`config.mk`:
```
export PLATFORM = sky130hd
export DESIGN_NAME = hysteresis_threshold_flat
export DESIGN_NICKNAME = d
export VERILOG_FILES = /design/src/rtl/hysteresis_threshold_if.sv /design/src/rtl/hysteresis_threshold.sv /design/src/flat_wrapper.sv
export SDC_FILE = /design/constraint.sdc
export NUM_CORES = 1
export LEC_CHECK = 0
export ABC_AREA = 0
export CORE_ASPECT_RATIO = 1.5
export CORE_MARGIN = 8
export CORE_UTILIZATION = 45
export CTS_CLUSTER_SIZE = 8
export DETAILED_ROUTE_END_ITERATION = 6
export GPL_TIMING_DRIVEN = 1
export MAX_ROUTING_LAYER = met4
export SKIP_LAST_GASP = 1
export SYNTH_ARGS = -nofsm -noshare
export SYNTH_HDL_FRONTEND = slang
export SYNTH_SLANG_ARGS = --single-unit
```
`constraint.sdc`:
```
create_clock -name clk -period 12.4 [get_ports clk]
set_input_delay 2.48 -clock clk [delete_from_list [all_inputs] [get_ports clk]]
set_output_delay 2.48 -clock clk [all_outputs]
set_load 0.02 [all_outputs]
```
`src/rtl/hysteresis_threshold_if.sv`:
```
// Stream interface for hysteresis_threshold: NMS magnitude stream and thresholds
// going in, binary edge pixels and per-frame statistics coming out.
interface hysteresis_threshold_if #(
  parameter int MAG_W = 11
);
  logic [MAG_W-1:0] nms_magnitude;
  logic             nms_valid;
  logic [MAG_W-1:0] low_threshold;
  logic [MAG_W-1:0] high_threshold;
  logic [7:0]       edge_pixel_out;
  logic             edge_pixel_out_valid;
  logic             frame_done;
  logic [18:0]      edge_count;

  modport master (
    output nms_magnitude, nms_valid, low_threshold, high_threshold,
    input  edge_pixel_out, edge_pixel_out_valid, frame_done, edge_count
  );

  modport slave (
    input  nms_magnitude, nms_valid, low_threshold, high_threshold,
    output edge_pixel_out, edge_pixel_out_valid, frame_done, edge_count
  );
endinterface

```
`src/rtl/hysteresis_threshold.sv`:
```
// Final Canny stage: double threshold plus single-pass causal hysteresis over a
// raster stream, using a 1-bit line buffer of the previous row's final decisions.
module hysteresis_threshold #(
  parameter int IMG_WIDTH  = 512,
  parameter int IMG_HEIGHT = 512,
  parameter int MAG_W      = 11
) (
  input  logic                  clk,
  input  logic                  rstN,
  hysteresis_threshold_if.slave bus
);
  localparam int COL_W = (IMG_WIDTH  > 1) ? $clog2(IMG_WIDTH)  : 1;
  localparam int ROW_W = (IMG_HEIGHT > 1) ? $clog2(IMG_HEIGHT) : 1;
  localparam int CNT_W = 19;

  logic [COL_W-1:0] col;
  logic [ROW_W-1:0] row;
  logic [COL_W-1:0] col_next;
  logic [MAG_W-1:0] lo_r, hi_r;
  logic [MAG_W-1:0] lo_p0, hi_p0, mag_p0;
  logic             frame_start, last_col, last_row;
  logic             strong_p0, weak_p0;
  logic             nb_l_p0, nb_ul_p0, nb_u_p0, nb_ur_p0, edge_p0;
  logic             line_buf [IMG_WIDTH];
  logic             ul_r, left_r;
  logic [CNT_W-1:0] run_cnt, cnt_next;

  logic [7:0]       pix_p1;
  logic             vld_p1;
  logic             done_p1;
  logic [CNT_W-1:0] edge_count_p1;

  function automatic logic [CNT_W-1:0] sat_inc(input logic [CNT_W-1:0] c, input logic inc);
    if (inc && (c != {CNT_W{1'b1}}))
      return c + 1'b1;
    return c;
  endfunction

  // Stage p0: classify the incoming pixel against the causal neighbourhood
  always_comb begin
    mag_p0      = bus.nms_magnitude;
    frame_start = (row == '0) && (col == '0);
    last_col    = (col == COL_W'(IMG_WIDTH - 1));
    last_row    = (row == ROW_W'(IMG_HEIGHT - 1));
    col_next    = col + 1'b1;

    // The (0,0) pixel already uses the thresholds it is sampling.
    if (frame_start) begin
      lo_p0 = (bus.low_threshold <= bus.high_threshold) ? bus.low_threshold  : bus.high_threshold;
      hi_p0 = (bus.low_threshold <= bus.high_threshold) ? bus.high_threshold : bus.low_threshold;
    end else begin
      lo_p0 = lo_r;
      hi_p0 = hi_r;
    end

    strong_p0 = (mag_p0 >= hi_p0);
    weak_p0   = !strong_p0 && (mag_p0 >= lo_p0);

    // Row 0 masks whatever the line buffer holds from the previous frame.
    nb_l_p0  = (col != '0) && left_r;
    nb_ul_p0 = (col != '0) && (row != '0) && ul_r;
    nb_u_p0  = (row != '0) && line_buf[col];
    nb_ur_p0 = !last_col && (row != '0) && line_buf[col_next];

    edge_p0  = strong_p0 || (weak_p0 && (nb_l_p0 || nb_ul_p0 || nb_u_p0 || nb_ur_p0));
    cnt_next = sat_inc(run_cnt, edge_p0);
  end

  always_ff @(posedge clk or negedge rstN) begin
    if (!rstN) begin
      col           <= '0;
      row           <= '0;
      lo_r          <= '0;
      hi_r          <= '0;
      run_cnt       <= '0;
      pix_p1        <= '0;
      vld_p1        <= 1'b0;
      done_p1       <= 1'b0;
      edge_count_p1 <= '0;
    end else begin
      vld_p1  <= bus.nms_valid;
      done_p1 <= 1'b0;
      if (bus.nms_valid) begin
        pix_p1 <= edge_p0 ? 8'hFF : 8'h00;
        if (frame_start) begin
          lo_r <= lo_p0;
          hi_r <= hi_p0;
        end
        if (last_col) begin
          col <= '0;
          row <= last_row ? '0 : row + 1'b1;
        end else begin
          col <= col_next;
        end
        if (last_col && last_row) begin
          done_p1       <= 1'b1;
          edge_count_p1 <= cnt_next;
          run_cnt       <= '0;
        end else begin
          run_cnt <= cnt_next;
        end
      end
    end
  end

  // ul_r captures the old U entry before it is overwritten; it is UL for the next column.
  always_ff @(posedge clk) begin
    if (bus.nms_valid) begin
      line_buf[col] <= edge_p0;
      ul_r          <= line_buf[col];
      left_r        <= edge_p0;
    end
  end

  // Stage p1: registered outputs
  assign bus.edge_pixel_out       = pix_p1;
  assign bus.edge_pixel_out_valid = vld_p1;
  assign bus.frame_done           = done_p1;
  assign bus.edge_count           = edge_count_p1;
endmodule

```
`src/flat_wrapper.sv`:
```
// flat-port wrapper written by rule: the top's interface ports become plain ports
module hysteresis_threshold_flat 
#(
  parameter int IMG_WIDTH  = 512,
  parameter int IMG_HEIGHT = 512,
  parameter int MAG_W      = 11
)
  (clk, rstN, bus_nms_magnitude, bus_nms_valid, bus_low_threshold, bus_high_threshold, bus_edge_pixel_out, bus_edge_pixel_out_valid, bus_frame_done, bus_edge_count);
  hysteresis_threshold_if #(.MAG_W(MAG_W)) bus_i ();
  input  logic clk;
  input  logic rstN;
  input wire logic [$bits(bus_i.nms_magnitude)-1:0] bus_nms_magnitude;
  input wire logic [$bits(bus_i.nms_valid)-1:0] bus_nms_valid;
  input wire logic [$bits(bus_i.low_threshold)-1:0] bus_low_threshold;
  input wire logic [$bits(bus_i.high_threshold)-1:0] bus_high_threshold;
  output wire logic [$bits(bus_i.edge_pixel_out)-1:0] bus_edge_pixel_out;
  output wire logic [$bits(bus_i.edge_pixel_out_valid)-1:0] bus_edge_pixel_out_valid;
  output wire logic [$bits(bus_i.frame_done)-1:0] bus_frame_done;
  output wire logic [$bits(bus_i.edge_count)-1:0] bus_edge_count;
  assign bus_i.nms_magnitude = bus_nms_magnitude;
  assign bus_i.nms_valid = bus_nms_valid;
  assign bus_i.low_threshold = bus_low_threshold;
  assign bus_i.high_threshold = bus_high_threshold;
  assign bus_edge_pixel_out = bus_i.edge_pixel_out;
  assign bus_edge_pixel_out_valid = bus_i.edge_pixel_out_valid;
  assign bus_frame_done = bus_i.frame_done;
  assign bus_edge_count = bus_i.edge_count;
  hysteresis_threshold #(.IMG_WIDTH(IMG_WIDTH), .IMG_HEIGHT(IMG_HEIGHT), .MAG_W(MAG_W)) u_core (.clk(clk), .rstN(rstN), .bus(bus_i));
endmodule
```
### Word level (Yosys, flattened, before mapping)

Memory sizes are Yosys's and may differ from the RTL's.
Cells that the tools add are included.

* latch bits: 0
* RAM bits: 512
* bits in registers: 90
* memories: 1
* memory bits (read-only): 0

Memory list
* u_core.line_buf: depth 512, width 1, read ports 2, clocked after Yosys merged registers in 0, write ports 1, line hysteresis_threshold.sv:24 `logic line_buf [IMG_WIDTH];`

* multiplexer cells: 15
* equal/unequal tests: 3
* $lt $le $gt $ge: 3
* multiply operators: 0
* reduce and logical (&&, ||, !) cells: 24
* bitwise logic cells: 0
* $add $sub $neg: 3
* shifts and indexed selects: 0
* divide/modulo/power cells: 0

Operators by type and width (number)
* $mux W19: 3
* $mux W11: 4
* $ge A11 B11 Y1: 2
* $add A19 B1 Y19 const B: 1
* $ne A19 B19 Y1 const B: 1
* $add A9 B1 Y9 const B: 2
* $eq A9 B9 Y1 const B: 2
* $logic_not A9 Y1: 2
* $mux W9: 2
* $reduce_bool A9 Y1: 2
* $le A11 B11 Y1: 1
* $logic_and A1 B1 Y1: 11
* $mux W8: 1
* $reduce_and A2 Y1: 3
* $mux W1: 5
* $logic_or A1 B1 Y1: 4
* $logic_not A1 Y1: 2

### Longest topological paths before layout

Gate-level depths: netlist (run 1).

* depth after elaboration: 12
* gate-level depth with buffers: 30
* gate-level depth less buffers: 27

### Worst setup path after synthesis (run 1)

OpenSTA, ideal clock, no wires.

* path kind: input-to-reg
* from: input bus_high_threshold[1]
* to: register u_core.left_r, data pin
* arrival time: 14187 ps
* required time: 10540 ps
* setup slack: -3647 ps
* stages on the path: 26
* cell sequence: inv_1 ha_1 nor2b_1 o21a_1 o21a_1 o21a_1 o21a_1 o21a_1 o21a_1 o21a_1 o211ai_1 a21oi_1 clkbuf_1 mux2i_1 a21o_1 ha_1 nor2b_1 o21a_1 o21a_1 o21a_1 o21a_1 o21ai_0 a21oi_1 o22ai_1 o211ai_2 clkbuf_1

* word-level cells in the longest chain between the ends: 8
* elaborated cells on any way between the ends: 11

Ends and longest elaborated chain
* from (decl): line flat_wrapper.sv:15 `input wire logic [$bits(bus_i.high_threshold)-1:0] bus_high_threshold;`
* $le A11 B11 Y1: line hysteresis_threshold.sv:49, hysteresis_threshold.sv:50
* $mux W11: line hysteresis_threshold.sv:50 `hi_p0 = (bus.low_threshold <= bus.high_threshold) ? bus.high_threshold : bus.low_threshold;`
* $mux W11: line hysteresis_threshold.sv:48 `if (frame_start) begin`
* $ge A11 B11 Y1: line hysteresis_threshold.sv:56 `strong_p0 = (mag_p0 >= hi_p0);`
* $logic_not A1 Y1: line hysteresis_threshold.sv:57 `weak_p0 = !strong_p0 && (mag_p0 >= lo_p0);`
* $logic_and A1 B1 Y1: line hysteresis_threshold.sv:57
* $logic_and A1 B1 Y1: line hysteresis_threshold.sv:65 `edge_p0 = strong_p0 || (weak_p0 && (nb_l_p0 || nb_ul_p0 || nb_u_p0 || nb_ur_p0));`
* $logic_or A1 B1 Y1 *: line hysteresis_threshold.sv:65
* via u_core.edge_p0: line hysteresis_threshold.sv:23 `logic nb_l_p0, nb_ul_p0, nb_u_p0, nb_ur_p0, edge_p0;`
* to (signal assigned): line hysteresis_threshold.sv:111 `left_r <= edge_p0;`
* to (decl): line hysteresis_threshold.sv:25 `logic ul_r, left_r;`

The timed path passes the listed nets; every way through them passes the cells marked *.
A chain may end at the register's enable or synchronous reset.

### Final worst setup path (run 1)

* from: input bus_high_threshold[1]
* to: memory u_core.line_buf[217], data pin

* word-level cells in the longest chain between the ends: 8
* elaborated cells on any way between the ends: 11

Ends and longest elaborated chain (line)
* $le A11 B11 Y1: hysteresis_threshold.sv:49, hysteresis_threshold.sv:50
* $mux W11: hysteresis_threshold.sv:50
* $mux W11: hysteresis_threshold.sv:48
* $ge A11 B11 Y1: hysteresis_threshold.sv:56
* $logic_not A1 Y1: hysteresis_threshold.sv:57
* $logic_and A1 B1 Y1: hysteresis_threshold.sv:57
* $logic_and A1 B1 Y1: hysteresis_threshold.sv:65
* $logic_or A1 B1 Y1 *: hysteresis_threshold.sv:65
* to (decl): hysteresis_threshold.sv:24

Every way passes the cells marked *; elsewhere a longest branch is shown, timed or not.

==> results of run 1 <==
[critical path, cell delays in order]
cell and delay (ns):
clkdlybuf4s50_1 0.51, inv_1 0.06, ha_1 0.31, nor2b_1 0.14, o21a_1 0.16, o21a_1 0.18, o21a_1 0.16, o21a_1 0.16
o21a_1 0.16, o21a_1 0.16, o21a_1 0.16, o211ai_1 0.18, a21oi_2 0.07, buf_4 0.25, mux2i_1 0.18, a21o_1 0.20
ha_1 0.29, nor2b_1 0.13, o21a_1 0.11, o21a_1 0.10, o21a_1 0.10, o21a_1 0.11, o21ai_0 0.07, a21oi_1 0.25
o22ai_1 0.17, o211ai_4 0.58, buf_4 0.56, buf_12 0.52
[per-stage QoR]
step / instances / instance area (sq um) / util (%)
floorplan: 2577 / 32000 / -
CTS: 3490 / 35600 / 50.2
detailed placement: 3374 / 33300 / 47.0
finish: 3491 / 35600 / 50.2
global route: 3490 / 35600 / 50.2
global placement: 3374 / 33300 / 47.0
[cell usage after synthesis (5+ instances only)]
cell        n
clkbuf_1  150
o31ai_1     8
or3_1      12
o211ai_1   13
and2_1     11
nor4_1     13
or2_2       5
inv_1      26
o21ai_1    19
xnor2_1     6
nand2b_1   11
nand3_1    81
nand4_1    17
buf_2      25
mux4_2    211
buf_4      30
mux2i_1   158
o21ai_0    24
buf_1       8
edfxtp_1  514
a211oi_1    5
a21o_1     21
nor3_1      7
o21a_1     17
nor2_1    603
a22oi_1    41
and3_1     14
or4_1      10
buf_6      15
a21oi_1    83
o22ai_1    23
ha_1       42
a31oi_1    25
nor2b_1    13
mux2_2      6
nand2_1   158
dfrtp_1    81
[power by group through the flow]
| stage | Combinational [mW] | Sequential [mW] | Clock (mW) |
|---|---|---|---|
| finish | 2.75 | 2.83 | 2.06 |
| global route | 2.89 | 2.82 | 2.16 |
| CTS | 2.73 | 2.81 | 2.09 |
| detailed placement | 2.72 | 2.85 | 0 |
| global placement | 2.68 | 2.84 | 0 |
| floorplan | 1.73 | 2.97 | 0 |
[kinds of logic (layout without fill, tap and decap cells)]
family / Yosys count / after routing / synth area share (%)
XOR/XNOR: 11 / 11 / 0.325
AND/OR/NAND/NOR: 977 / 977 / 13.0
AO/OA/AOI/OAI: 320 / 320 / 6.61
adder cells (fa/ha/maj): 42 / 42 / 1.64
buffers and inverters: 257 / 255 / 3.82
multiplexers: 375 / 375 / 20.0
flip-flops: 595 / 595 / 54.6
other: 0 / 1 / 0
[area by class of cell]
class,instances,area (sq um)
Fill cell,6125,35300
Sequential cell,595,17500
Multi-Input combinational cell,1725,13600
Clock buffer,113,2230
Tap cell,915,1140
Timing Repair Buffer,110,1030
Inverter,29,109
Clock inverter,3,25.0
Antenna cell,1,2.50
[routing by layer]
layer  vias up  global-route usage [%]  routed length, um  share of wire, %
li1       9589                       -                  -                 -
met1     11615                    27.4              34800                36
met2      1037                    41.7              48700                50
met3       317                    4.46               7360               7.6
met4         0                    13.8               5890               6.1
met5         -                       -                  0                 0
[state kept, by name, summed over array words and instances, names as in the netlist]
signal / flops
u_core.line_buf: 512
u_core.bus.edge_count: 19
u_core.run_cnt: 19
u_core.hi_r: 11
u_core.lo_r: 11
u_core.col: 9
u_core.row: 9
u_core.bus.edge_pixel_out: 1
u_core.bus.edge_pixel_out_valid: 1
u_core.bus.frame_done: 1
u_core.left_r: 1
u_core.ul_r: 1
[worst max-delay path by stage]
stage                                      from                              to  slack (ns)  cells after the start
final                     bus_high_threshold[1]  u_core.line_buf[217]$_DFFE_PP_        3.33                     28
after global routing      bus_high_threshold[1]  u_core.line_buf[105]$_DFFE_PP_        3.13                     28
after CTS                 bus_high_threshold[1]  u_core.line_buf[221]$_DFFE_PP_        3.65                     28
after detailed placement  bus_high_threshold[1]  u_core.line_buf[218]$_DFFE_PP_        2.99                     28
after global placement    bus_high_threshold[1]  u_core.line_buf[218]$_DFFE_PP_        3.15                     28
after floorplan           bus_high_threshold[1]         u_core.left_r$_DFFE_PP_        1.43                     26
[cell usage in the layout, fill, tap and decap left out, drive strengths merged, types with 12 or more instances in the layout]
master,count
clkbuf,113
o22ai,23
clkdlybuf4s50,62
o21a,17
nor4,14
or3,12
buf,48
a21o,21
and3,14
mux2i,158
and2,12
mux4,211
nand3,82
a21oi,83
dfrtp,81
o21ai,43
edfxtp,514
nand4,18
ha,42
nor2,603
nor2b,13
a31oi,25
nand2,158
a22oi,41
o211ai,14
inv,29
==> results.cfg, run 1 <==
[floorplanning]
placementRows = 120
io_pins = 65
initial_utilization_pct = 45.2
core_sq_um = 70900
chipWidth_um = 234
dieArea_sq_um = 80100
die_h_um = 343

[power_and_ir_drop]
leakagePower_nw = 11.6
clock_power_share_pct = 26.9
finalPower_mw = 7.63
seq_power_share_pct = 37.0
intPower_mw = 4.83
comb_power_share_pct = 36.0
p_switching_mw = 2.80
p_sw_share_pct = 36.7
vdd_ir_drop_max_mv = 0.419
p_per_area_nw_per_um2 = 214

[global_route]
grt_max_degree = 321
track_usage_pct = 24.7
antenna_found_initial = 0
grt_first_pass_wirelength_mm = 143
grt_overflow_total = 0
grt_pass1_vias = 22977

[logic_synthesis]
synthFlopType = edfxtp_1
ys_seq_area_share_pct = 54.6
synth.top_cell.area_share_pct = 48.2
synth_nets = 2655
yosys_warnings = 0
yosysUniqueCellTypes = 81
yosys.area.top_type = edfxtp_1
synth_enable_flop_cells = 514
async_flop_share_pct = 13.6
syn_inst = 2577
syn_avg_cell_area_sq_um = 12.4
netlist_top_cells_area = edfxtp_1 48%, mux4_2 15%, nor2_1 7.1%
synth.ff_latch_count = 595
syn_area_sq_um = 32000

[timing]
fmaxAchievable_mhz = 110
tightest_slew_ns = 1.72
relSlewSlack_pct = -14.3
setup-tns-final_ns = 0
layout_min_cycle_time_ns = 9.07
setup_ws_ns = 3.33
timing.hold.ws_ns = 0.473
drv_slew = 215
hold_viol_final = 0
fin_crit_sh_pct = 73.1
setup_viol = 0
fin_skew_ns = 0.0208
rsz0062_at_grt = no

[detailed_routing]
detail_route.vias_per_cell = 6.46
dr.pass1.iters = 5
postRouteAntennaNets = 0
drt_iter0_markers = 2450
post-route-drc-count = 0
wl_mm = 96.7
dr_total_vias = 22558
wl_per_cell_um = 27.7

[setup_path]
critPathArrivalTime_ns = 9.25
reg2reg_to = u_core.line_buf[217]$_DFFE_PP_
crit_fanout = 320
rr_worst_depth = 13
critPathRequiredTime_ns = 12.58
startpoint_type = primary input
end_kind = flop
r2r-start = u_core.col[0]$_DFFE_PN0P_
rrSetupSlack_ns = 4.67
path_class = in -> reg

[cts]
hold_buffers = 0
postCtsSetupBuffers = 0
cts-resized-gates = 0
cts_root_buf = clkbuf_16
cts_tree = done
clk_pin_slew_ns = 0.05
numCtsBuffers = 84
clock_path_buffers = 3
htreeDepth = 3
cts.sinks = 595
clkLatencyLatePin_ns = 0.63

[placed_design]
gp_congestion = 0.884
pre_cts_ws_ns = 2.99
place_hpwl_mm = 55.7
port_buffers = 64

[min_path]
hold_path_class = reg -> reg
holdPathEnd = u_core.bus.edge_count[18]$_DFFE_PN0P_
min_from = u_core.bus.edge_count[18]$_DFFE_PN0P_
whs_path_depth = 2

[finish]
area_growth_pct = 11.2
drive_above_1_share_pct = 15.6
fin_nets = 2623

[job]
cap_violations = 0

[run_status]
status = finished with violations
violations = slew limit
Power figures use the tool's default switching activity.
==> run 2: changes to the inputs <==
==> constraint.sdc (replaced) <==
create_clock -name clk -period 7.3 [get_ports clk]
set_input_delay 1.46 -clock clk [delete_from_list [all_inputs] [get_ports clk]]
set_output_delay 1.46 -clock clk [all_outputs]
set_load 0.02 [all_outputs]
==> run 2 against run 1 <==
Net effect: the flow now finishes without violations; clock power rose by 72%; global-route usage rose by 0.47 points; die area did not move; clock skew rose by 0.019 ns; critical path depth did not move; critical endpoint is now u_core.line_buf[358]$_DFFE_PP_.
==> results.cfg, run 2 (same netlist as run 1, synthesis figures left out) <==
[global_route]
grt_overflow_total = 0
antenna_found_initial = 0
grt_pass1_vias = 22997
grt_first_pass_wirelength_mm = 145
grt_max_degree = 130
track_usage_pct = 25.2

[cts]
hold_buffers = 0
cts_tree = done
cts.sinks = 595
cts_root_buf = clkbuf_16
postCtsSetupBuffers = 0
clock_path_buffers = 3
numCtsBuffers = 84
htreeDepth = 3
clkLatencyLatePin_ns = 0.64
cts-resized-gates = 0
clk_pin_slew_ns = 0.05

[run_status]
status = completed

[finish]
regMostFlops = u_core.line_buf
layout_common_cells = 601 x nor2_1, 514 x edfxtp_1, 211 x mux4_2
n_antenna_cell = 0
fin_nets = 2654
drive_above_1_share_pct = 16.7
final_util_pct = 50.7
area_growth_pct = 12.4
largest_reg_flops = 512
layout_commonest_cell = nor2_1

[setup_path]
cp.buffers_inverters = 5
cpLargestDelayFamily = compound AO/OA/AOI/OAI gates
worst_path_most_repeated_cell = o21a_1
end_kind = flop
critPathRequiredTime_ns = 7.64
crit_path_top_delay_cell = clkdlybuf4s50_1
crit_start = bus_high_threshold[1]
critPathArrivalTime_ns = 6.86
max_stage_delay_ns = 0.50
crit_fanout = 52
startpoint_type = primary input
path_class = in -> reg
r2r-start = u_core.col[0]$_DFFE_PN0P_

[min_path]
min_from = u_core.bus.edge_count[18]$_DFFE_PN0P_
hold_path_class = reg -> reg

[power_and_ir_drop]
intPower_mw = 8.36
leakagePower_nw = 11.8
finalPower_mw = 13.2
vdd_ir_drop_max_mv = 0.288
p_switching_mw = 4.84
clock_power_share_pct = 26.9
seq_power_share_pct = 36.0
comb_power_share_pct = 37.1
p_sw_share_pct = 36.7
p_per_area_nw_per_um2 = 367

[timing]
fin_crit_sh_pct = 89.3
relSlewSlack_pct = 27.5
fmaxAchievable_mhz = 153
layout_min_cycle_time_ns = 6.52
setup_viol = 0
setup_ws_ns = 0.778
fin_skew_ns = 0.0395
drv_slew = 0
rsz0062_at_grt = no
setup-tns-final_ns = 0
tightest_slew_ns = 1.08
hold_viol_final = 0

[job]
cap_violations = 0

[floorplanning]
chipWidth_um = 234
initial_utilization_pct = 45.2
core_sq_um = 70900
placementRows = 120
dieArea_sq_um = 80100
die_h_um = 343
io_pins = 65

[detailed_routing]
dr.pass1.iters = 5
post-route-drc-count = 0
detail_route.vias_per_cell = 6.47
dr_total_vias = 22803
wl_per_cell_um = 28.0
wl_mm = 98.8
drt_iter0_markers = 2475
postRouteAntennaNets = 0

[placed_design]
place_hpwl_mm = 60.0
port_buffers = 64
gp_congestion = 0.878
pre_cts_ws_ns = 0.157
-- run 2: power by group through the flow --
stage	Combinational [mW]	Clock, mW	Sequential [mW]
after floorplan	2.95	0	4.81
after global placement	4.77	0	4.80
after detailed placement	4.83	0	4.80
after CTS	4.85	3.60	4.74
after global routing	5.14	3.72	4.76
final	4.90	3.55	4.75
-- run 2: path summary, 6_finish.rpt --
path / endpoint / slack (ns) / cells past startpoint
worst min-delay path: u_core.bus.edge_count[18]$_DFFE_PN0P_ / 0.48 / 2
max in group asynchronous: u_core.col[1]$_DFFE_PN0P_ / 5.41 / 2
worst max register to register: u_core.line_buf[358]$_DFFE_PP_ / 1.17 / 14
worst min register to register: u_core.bus.edge_count[18]$_DFFE_PN0P_ / 0.48 / 2
min in group asynchronous: u_core.hi_r[3]$_DFFE_PN0P_ / 0.67 / 1
worst max-delay path: u_core.line_buf[358]$_DFFE_PP_ / 0.78 / 28
-- run 2: metrics by stage --
step | cells | area (sq um) | hold WS (ns)
floorplan | 2577 | 32000 | 0.474
global placement | 3405 | 33600 | 0.457
detailed placement | 3405 | 33600 | 0.473
CTS | 3527 | 36000 | 0.484
global route | 3527 | 36000 | 0.496
finish | 3527 | 36000 | 0.476
-- run 2: worst reg2reg max path: stages (launching register included) --
cell	delay (ns)
dfrtp_4	0.89
inv_1	0.29
ha_4	0.71
buf_4	0.42
mux4_2	0.57
nand2_1	0.09
a21oi_1	0.11
nor4_1	0.90
a211o_1	0.25
o21ai_1	0.07
nor4_2	0.55
o211ai_4	0.25
buf_4	0.26
buf_12	0.19
buf_4	0.28
-- run 2: layout make-up --
class / instances / area [sq um]
fill: 6147 / 34900
sequential: 595 / 17500
multi-input combinational: 1725 / 13600
clock buffer: 116 / 2260
timing repair buffer: 141 / 1320
tap: 915 / 1140
inverter: 29 / 109
clock inverter: 6 / 65.1
-- run 2: per-layer routing --
metal | share of wire, % | track usage, %
met1 | 35 | 28.1
met2 | 50 | 42.3
met4 | 5.9 | 13.9
met5 | 0 | -
met3 | 8.4 | 4.55
